File: config.mk
export PLATFORM = sky130hd
export DESIGN_NAME = gate_scanner
export DESIGN_NICKNAME = d
export VERILOG_FILES = /design/src/rtl/gate_scanner_pkg.sv /design/src/rtl/scan_read_pipe.sv /design/src/rtl/gate_scanner.sv
export SDC_FILE = /design/constraint.sdc
export NUM_CORES = 1
export LEC_CHECK = 0
export BUFFER_PORTS_ARGS = -buffer_cell sky130_fd_sc_hd__buf_4
export CAP_MARGIN = 10
export CELL_PAD_IN_SITES_DETAIL_PLACEMENT = 1
export CELL_PAD_IN_SITES_GLOBAL_PLACEMENT = 1
export CORE_AREA = 3 3 81 114
export CTS_CLUSTER_SIZE = 14
export DETAILED_ROUTE_END_ITERATION = 12
export DIE_AREA = 0 0 84 117
export PLACE_DENSITY = 0.9
export SKIP_CTS_REPAIR_TIMING = 1
export SYNTH_ARGS = -nofsm -noshare
export SYNTH_HDL_FRONTEND = slang
export SYNTH_HIERARCHICAL = 1
export SYNTH_SLANG_ARGS = --single-unit
File: constraint.sdc
create_clock -name iClock -period 2.45 [get_ports iClock]
set_input_delay 0.1225 -clock iClock [delete_from_list [all_inputs] [get_ports iClock]]
set_output_delay 0.1225 -clock iClock [all_outputs]
set_load 0.05 [all_outputs]
File: src/rtl/gate_scanner_pkg.sv
// Shared game definitions: coordinate width, palette and the
// gate scanner FSM state encoding.
package gate_scanner_pkg;

    localparam int COORD_W = 11;

    localparam logic [2:0] BLACK      = 3'b000;
    localparam logic [2:0] GATE_RED   = 3'b100;
    localparam logic [2:0] GATE_GREEN = 3'b010;
    localparam logic [2:0] GATE_BLUE  = 3'b001;

    typedef enum logic [1:0] {
        S_IDLE,
        S_ISSUE,
        S_DRAIN,
        S_DONE
    } scan_state_e;

    function automatic logic [COORD_W-1:0] step_coord(
        input logic [COORD_W-1:0] base,
        input logic [COORD_W-1:0] ofs,
        input logic               on
    );
        return on ? base + ofs : base;
    endfunction

endpackage

File: src/rtl/scan_read_pipe.sv
// Valid/offset shift register tracking reads in flight through the
// fixed-latency pixel memory; flush drops everything in flight.
module scan_read_pipe #(
    parameter int LAT   = 1,
    parameter int OFS_W = 8
) (
    input  logic             clk,
    input  logic             rst_n,
    input  logic             push,
    input  logic [OFS_W-1:0] push_ofs,
    input  logic             flush,
    output logic             out_valid,
    output logic [OFS_W-1:0] out_ofs,
    output logic             busy
);

    logic [LAT-1:0]            vld_q, vld_d;
    logic [LAT-1:0][OFS_W-1:0] ofs_q, ofs_d;

    always_comb begin
        vld_d    = '0;
        ofs_d    = ofs_q;
        vld_d[0] = push & ~flush;
        ofs_d[0] = push_ofs;
        for (int i = 1; i < LAT; i++) begin
            vld_d[i] = vld_q[i-1] & ~flush;
            ofs_d[i] = ofs_q[i-1];
        end
    end

    always_ff @(posedge clk or negedge rst_n) begin
        if (!rst_n) begin
            vld_q <= '0;
            ofs_q <= '0;
        end else begin
            vld_q <= vld_d;
            ofs_q <= ofs_d;
        end
    end

    assign out_valid = vld_q[LAT-1];
    assign out_ofs   = ofs_q[LAT-1];
    assign busy      = |vld_q;

endmodule

File: src/rtl/gate_scanner.sv
// Walks a horizontal/vertical pixel segment through the video memory
// read port and reports the first pixel matching a target colour.
module gate_scanner
    import gate_scanner_pkg::*;
#(
    parameter int LENGTH       = 15,
    parameter int READ_LATENCY = 1,
    parameter int OFS_W        = 8
) (
    input  logic             iClock,
    input  logic             iResetn,
    input  logic             enable,
    input  logic [10:0]      x,
    input  logic [10:0]      y,
    input  logic             vertical,
    input  logic [2:0]       iColour,
    output logic [10:0]      memX,
    output logic [10:0]      memY,
    output logic             memRead,
    input  logic [2:0]       memColour,
    output logic             done,
    output logic             hit,
    output logic [OFS_W-1:0] hitOffset
);

    localparam logic [OFS_W-1:0] LAST = OFS_W'(LENGTH - 1);

    scan_state_e          state_q, state_d;
    logic [COORD_W-1:0]   x_q, x_d, y_q, y_d;
    logic                 vert_q, vert_d;
    logic [2:0]           col_q, col_d;
    logic [OFS_W-1:0]     cnt_q, cnt_d;
    logic                 hit_q, hit_d;
    logic [OFS_W-1:0]     hofs_q, hofs_d;

    logic                 push, flush;
    logic                 ret_valid, pipe_busy, hit_new;
    logic [OFS_W-1:0]     ret_ofs;
    logic [COORD_W-1:0]   step;

    assign step    = COORD_W'(cnt_q);
    assign hit_new = ret_valid && (memColour == col_q) && !hit_q;

    scan_read_pipe #(
        .LAT   (READ_LATENCY),
        .OFS_W (OFS_W)
    ) u_pipe (
        .clk       (iClock),
        .rst_n     (iResetn),
        .push      (push),
        .push_ofs  (cnt_q),
        .flush     (flush),
        .out_valid (ret_valid),
        .out_ofs   (ret_ofs),
        .busy      (pipe_busy)
    );

    always_comb begin
        state_d = state_q;
        x_d     = x_q;
        y_d     = y_q;
        vert_d  = vert_q;
        col_d   = col_q;
        cnt_d   = cnt_q;
        hit_d   = hit_q;
        hofs_d  = hofs_q;
        memRead = 1'b0;
        memX    = '0;
        memY    = '0;
        done    = 1'b0;
        push    = 1'b0;
        flush   = 1'b0;

        // Returns arrive in issue order, so the first hit is the lowest offset.
        if (hit_new) begin
            hit_d  = 1'b1;
            hofs_d = ret_ofs;
        end

        case (state_q)
            S_IDLE: begin
                hit_d  = 1'b0;
                hofs_d = '0;
                if (enable) begin
                    x_d     = x;
                    y_d     = y;
                    vert_d  = vertical;
                    col_d   = iColour;
                    cnt_d   = '0;
                    state_d = S_ISSUE;
                end
            end
            S_ISSUE: begin
                memRead = 1'b1;
                memX    = step_coord(x_q, step, !vert_q);
                memY    = step_coord(y_q, step, vert_q);
                push    = 1'b1;
                if (hit_new || cnt_q == LAST) begin
                    state_d = S_DRAIN;
                end else begin
                    cnt_d = cnt_q + OFS_W'(1);
                end
            end
            S_DRAIN: begin
                if (!pipe_busy) begin
                    state_d = S_DONE;
                end
            end
            S_DONE: begin
                done = 1'b1;
            end
            default: state_d = S_IDLE;
        endcase

        // Releasing enable always wins, even over a pending DONE.
        if (state_q != S_IDLE && !enable) begin
            state_d = S_IDLE;
            flush   = 1'b1;
            hit_d   = 1'b0;
            hofs_d  = '0;
        end
    end

    always_ff @(posedge iClock or negedge iResetn) begin
        if (!iResetn) begin
            state_q <= S_IDLE;
            x_q     <= '0;
            y_q     <= '0;
            vert_q  <= 1'b0;
            col_q   <= BLACK;
            cnt_q   <= '0;
            hit_q   <= 1'b0;
            hofs_q  <= '0;
        end else begin
            state_q <= state_d;
            x_q     <= x_d;
            y_q     <= y_d;
            vert_q  <= vert_d;
            col_q   <= col_d;
            cnt_q   <= cnt_d;
            hit_q   <= hit_d;
            hofs_q  <= hofs_d;
        end
    end

    assign hit       = hit_q;
    assign hitOffset = hofs_q;

endmodule

==> results by group <==
Timing
  – Post-route clock period utilization: 1.19
  – Final setup margin: -0.461 ns
  – Slew headroom: 0.539
  – RSZ-0062 raised after global routing: true
  – Final hold vios: 0
  – Worst-margin pin slew: 0.692 ns
  – Tmin final: 2.91 ns
  – Slew Viols, Final: 0
  – Setup violators final: 13
  – Peak Freq: 344 MHz
  – Skew final: 0.00433 ns

Route
  – First-pass DRT Iterations: 4
  – Avg WL per Cell: 21.5 microns
  – Vias per cell: 5.99
  – Drt drc: 0
  – Remaining antenna violation count after routing: 0
  – Final wirelength: 11,800 microns
  – DRT iter0 DRCs: 214
  – Via Count: 3,291

Synth
  – Synthesized netlist cell count: 370
  – Register bit total from synthesis: 54
  – Largest family of logic cells by synthesized area: simple AND/OR/NAND/NOR gates
  – Most frequent cells after synthesis: 54 x dfrtp_1, 40 x nand2_1, 31 x nand3_1, 26 x mux2_2, 22 x ha_1
  – Post-synth ARST share: 1.00
  – Synth warn: 6
  – Synth Area in Adders: 0.0887
  – Area fraction in compound gates after synthesis: 0.151
  – Post-Syn Nets: 426
  – Post-synthesis xor/xnor area fraction: 0.0148
  – Sequential share of the synthesized area: 0.380
  – Fraction of the mapped netlist area in simple logic gates: 0.221
  – Ranking of synthesized cells by area: dfrtp_1 38%, mux2_2 8.2%, ha_1 7.7%
  – Synth Flop Type: dfrtp_1
  – Mapped Area: 3550 sq um
  – Yosys top cell area share: 0.380
  – Most frequent cell after synthesis: dfrtp_1
  – Synth area leader: dfrtp_1
  – Syn Area/Cell: 9.61 sq um
  – Cell variety after synth: 62
  – EDFF count, synth: 0
  – Multiplexer area fraction after synthesis: 0.108

Min path
  – Min-delay worst type: primary input to flip-flop

Setup path
  – Slowest stage delay, CP: 0.42 ns
  – CP Capture Type: primary output
  – CP max FO: 3
  – Critical Path RT: 2.33 ns
  – Worst setup path class: flip-flop to primary output
  – Crit start category: flip-flop
  – Slowest CP cell: dfrtp_1
  – Critical Path AT: 2.79 ns
  – Crit path top cell by count: o211ai_1
  – CP cell instances: buf_6, ha_4, inv_2, fa_2, nor2b_2, o31a_1, o211ai_1, and2_4, o211ai_1, buf_4

Clock tree
  – H-tree levels: 2
  – CTS Buf Count: 5
  – Reg clk slew, reported paths: 0.07 ns
  – Clock sink count: 54
  – Latest clock arrival within the worst-skew pair: 0.31 ns
  – Clock root cell: clkbuf_16
  – Max clock buf depth: 2
  – CTS tree: done

Floorplanning
  – Core Region: 8250 sq um
  – Die H: 117 microns
  – Cell Rows: 39
  – Num ports: 65
  – Die X: 84 microns
  – Die ar.: 9830 sq um
  – Initial Util: 0.431

Placed design
  – GPL Wtd Cong: 0.837
  – Number of buffers added on ports: 64
  – DP Cell Count: 531
  – Placed inst area: 4230 sq um
  – Final HPWL DP: 7440 microns

Outcome
  – Status: finished, violations left
  – Failing checks: setup timing

Cells and area
  – Ant diodes: 0
  – Layout net count: 502
  – P&R area growth vs syn: 31.4%
  – Share of layout cells above drive strength 1: 0.365
  – Post-route cell area: 4670 sq um
  – Final Non-Filler Cells: 549

GRT
  – First-pass GRT wire length: 16,600 microns
  – Overall Global Routing Usage: 0.212
  – Grt ovf: 0
  – Initial antenna violation count: 0
  – Largest net degree at the start of global routing: 55
  – Vias in the first global route: 3,394

Flow run
  – Maxcap violations: 0
-- cell families after synthesis --
family / count (synthesis)
buf+inv: 32
compound gates: 74
fa+ha+maj: 24
simple gates: 145
flops: 54
mux: 35
xor+xnor: 6
-- flip-flops by register name, indices dropped and copies added, names as in the netlist --
register,flops
col_q,3
vert_q,1
u_pipe/busy,1
x_q,11
hitOffset,8
state_q,2
cnt_q,8
u_pipe/out_ofs,8
y_q,11
hit,1
-- routing by layer --
metal  GRT usage  share of wire
met1       0.230           0.38
met2       0.418           0.55
met3      0.0266          0.035
met4      0.0826          0.038
met5           0              0
-- per-stage QoR --
stage	util	setup TNS, ns	hold slack [ns]	setup WS (ns)
after detailed placement	0.513	0	0.219	0.0259
final	0.567	-1.99	0.0426	-0.461
after global routing	0.567	-3.05	0.0407	-0.489
after global placement	0.513	0	0.209	0.124
after floorplan	-	-0.0963	-0.173	-0.0481
after CTS	0.531	-2.38	-0.106	-0.317
-- cell type report --
class	instances	area, sq um
inverter	15	58.8
clock inverter	3	28.8
multi-input combinational	284	2280
fill	935	3570
clock buffer	5	125
timing repair buffer	86	694
tap	102	128
sequential	54	1360
-- path summary, 6_finish.rpt --
path	from	end	slack, ns	cells past startpoint
hold / removal	x[2]	x_q[2]	0.04	2
max in group asynchronous	iResetn	cnt_q[3]	1.55	2
min in group asynchronous	iResetn	hitOffset[1]	0.40	2
setup / recovery	cnt_q[0]	memX[8]	-0.46	10
hold reg to reg	u_pipe/out_ofs[4]	hitOffset[4]	0.48	2
setup reg to reg	cnt_q[0]	cnt_q[3]	0.06	9
-- cell usage in the layout (no fill, tap or decap), types with 7 or more instances in the layout --
cell type | synthesis | layout
a21oi_1 | 10 | 8
buf_6 | 1 | 9
nor2b_1 | 14 | 12
ha_4 | 0 | 8
nand2_1 | 40 | 40
mux2_2 | 26 | 26
buf_4 | 1 | 75
o21a_1 | 7 | 7
nand3_1 | 31 | 31
inv_1 | 15 | 13
ha_1 | 22 | 13
mux2i_1 | 9 | 7
dfrtp_1 | 54 | 50
nor2_1 | 14 | 14
-- worst max-delay path: cells and delay by family, from the launching register on --
family / cells / cell delay [ns]
compound gates: 3 / 0.71
fa+ha+maj: 2 / 0.50
buf+inv: 3 / 0.42
flops: 1 / 0.42
simple gates: 2 / 0.41
Power is not shown: default switching activity piles up to over one toggle a cycle in this logic, so the estimate is an artifact.
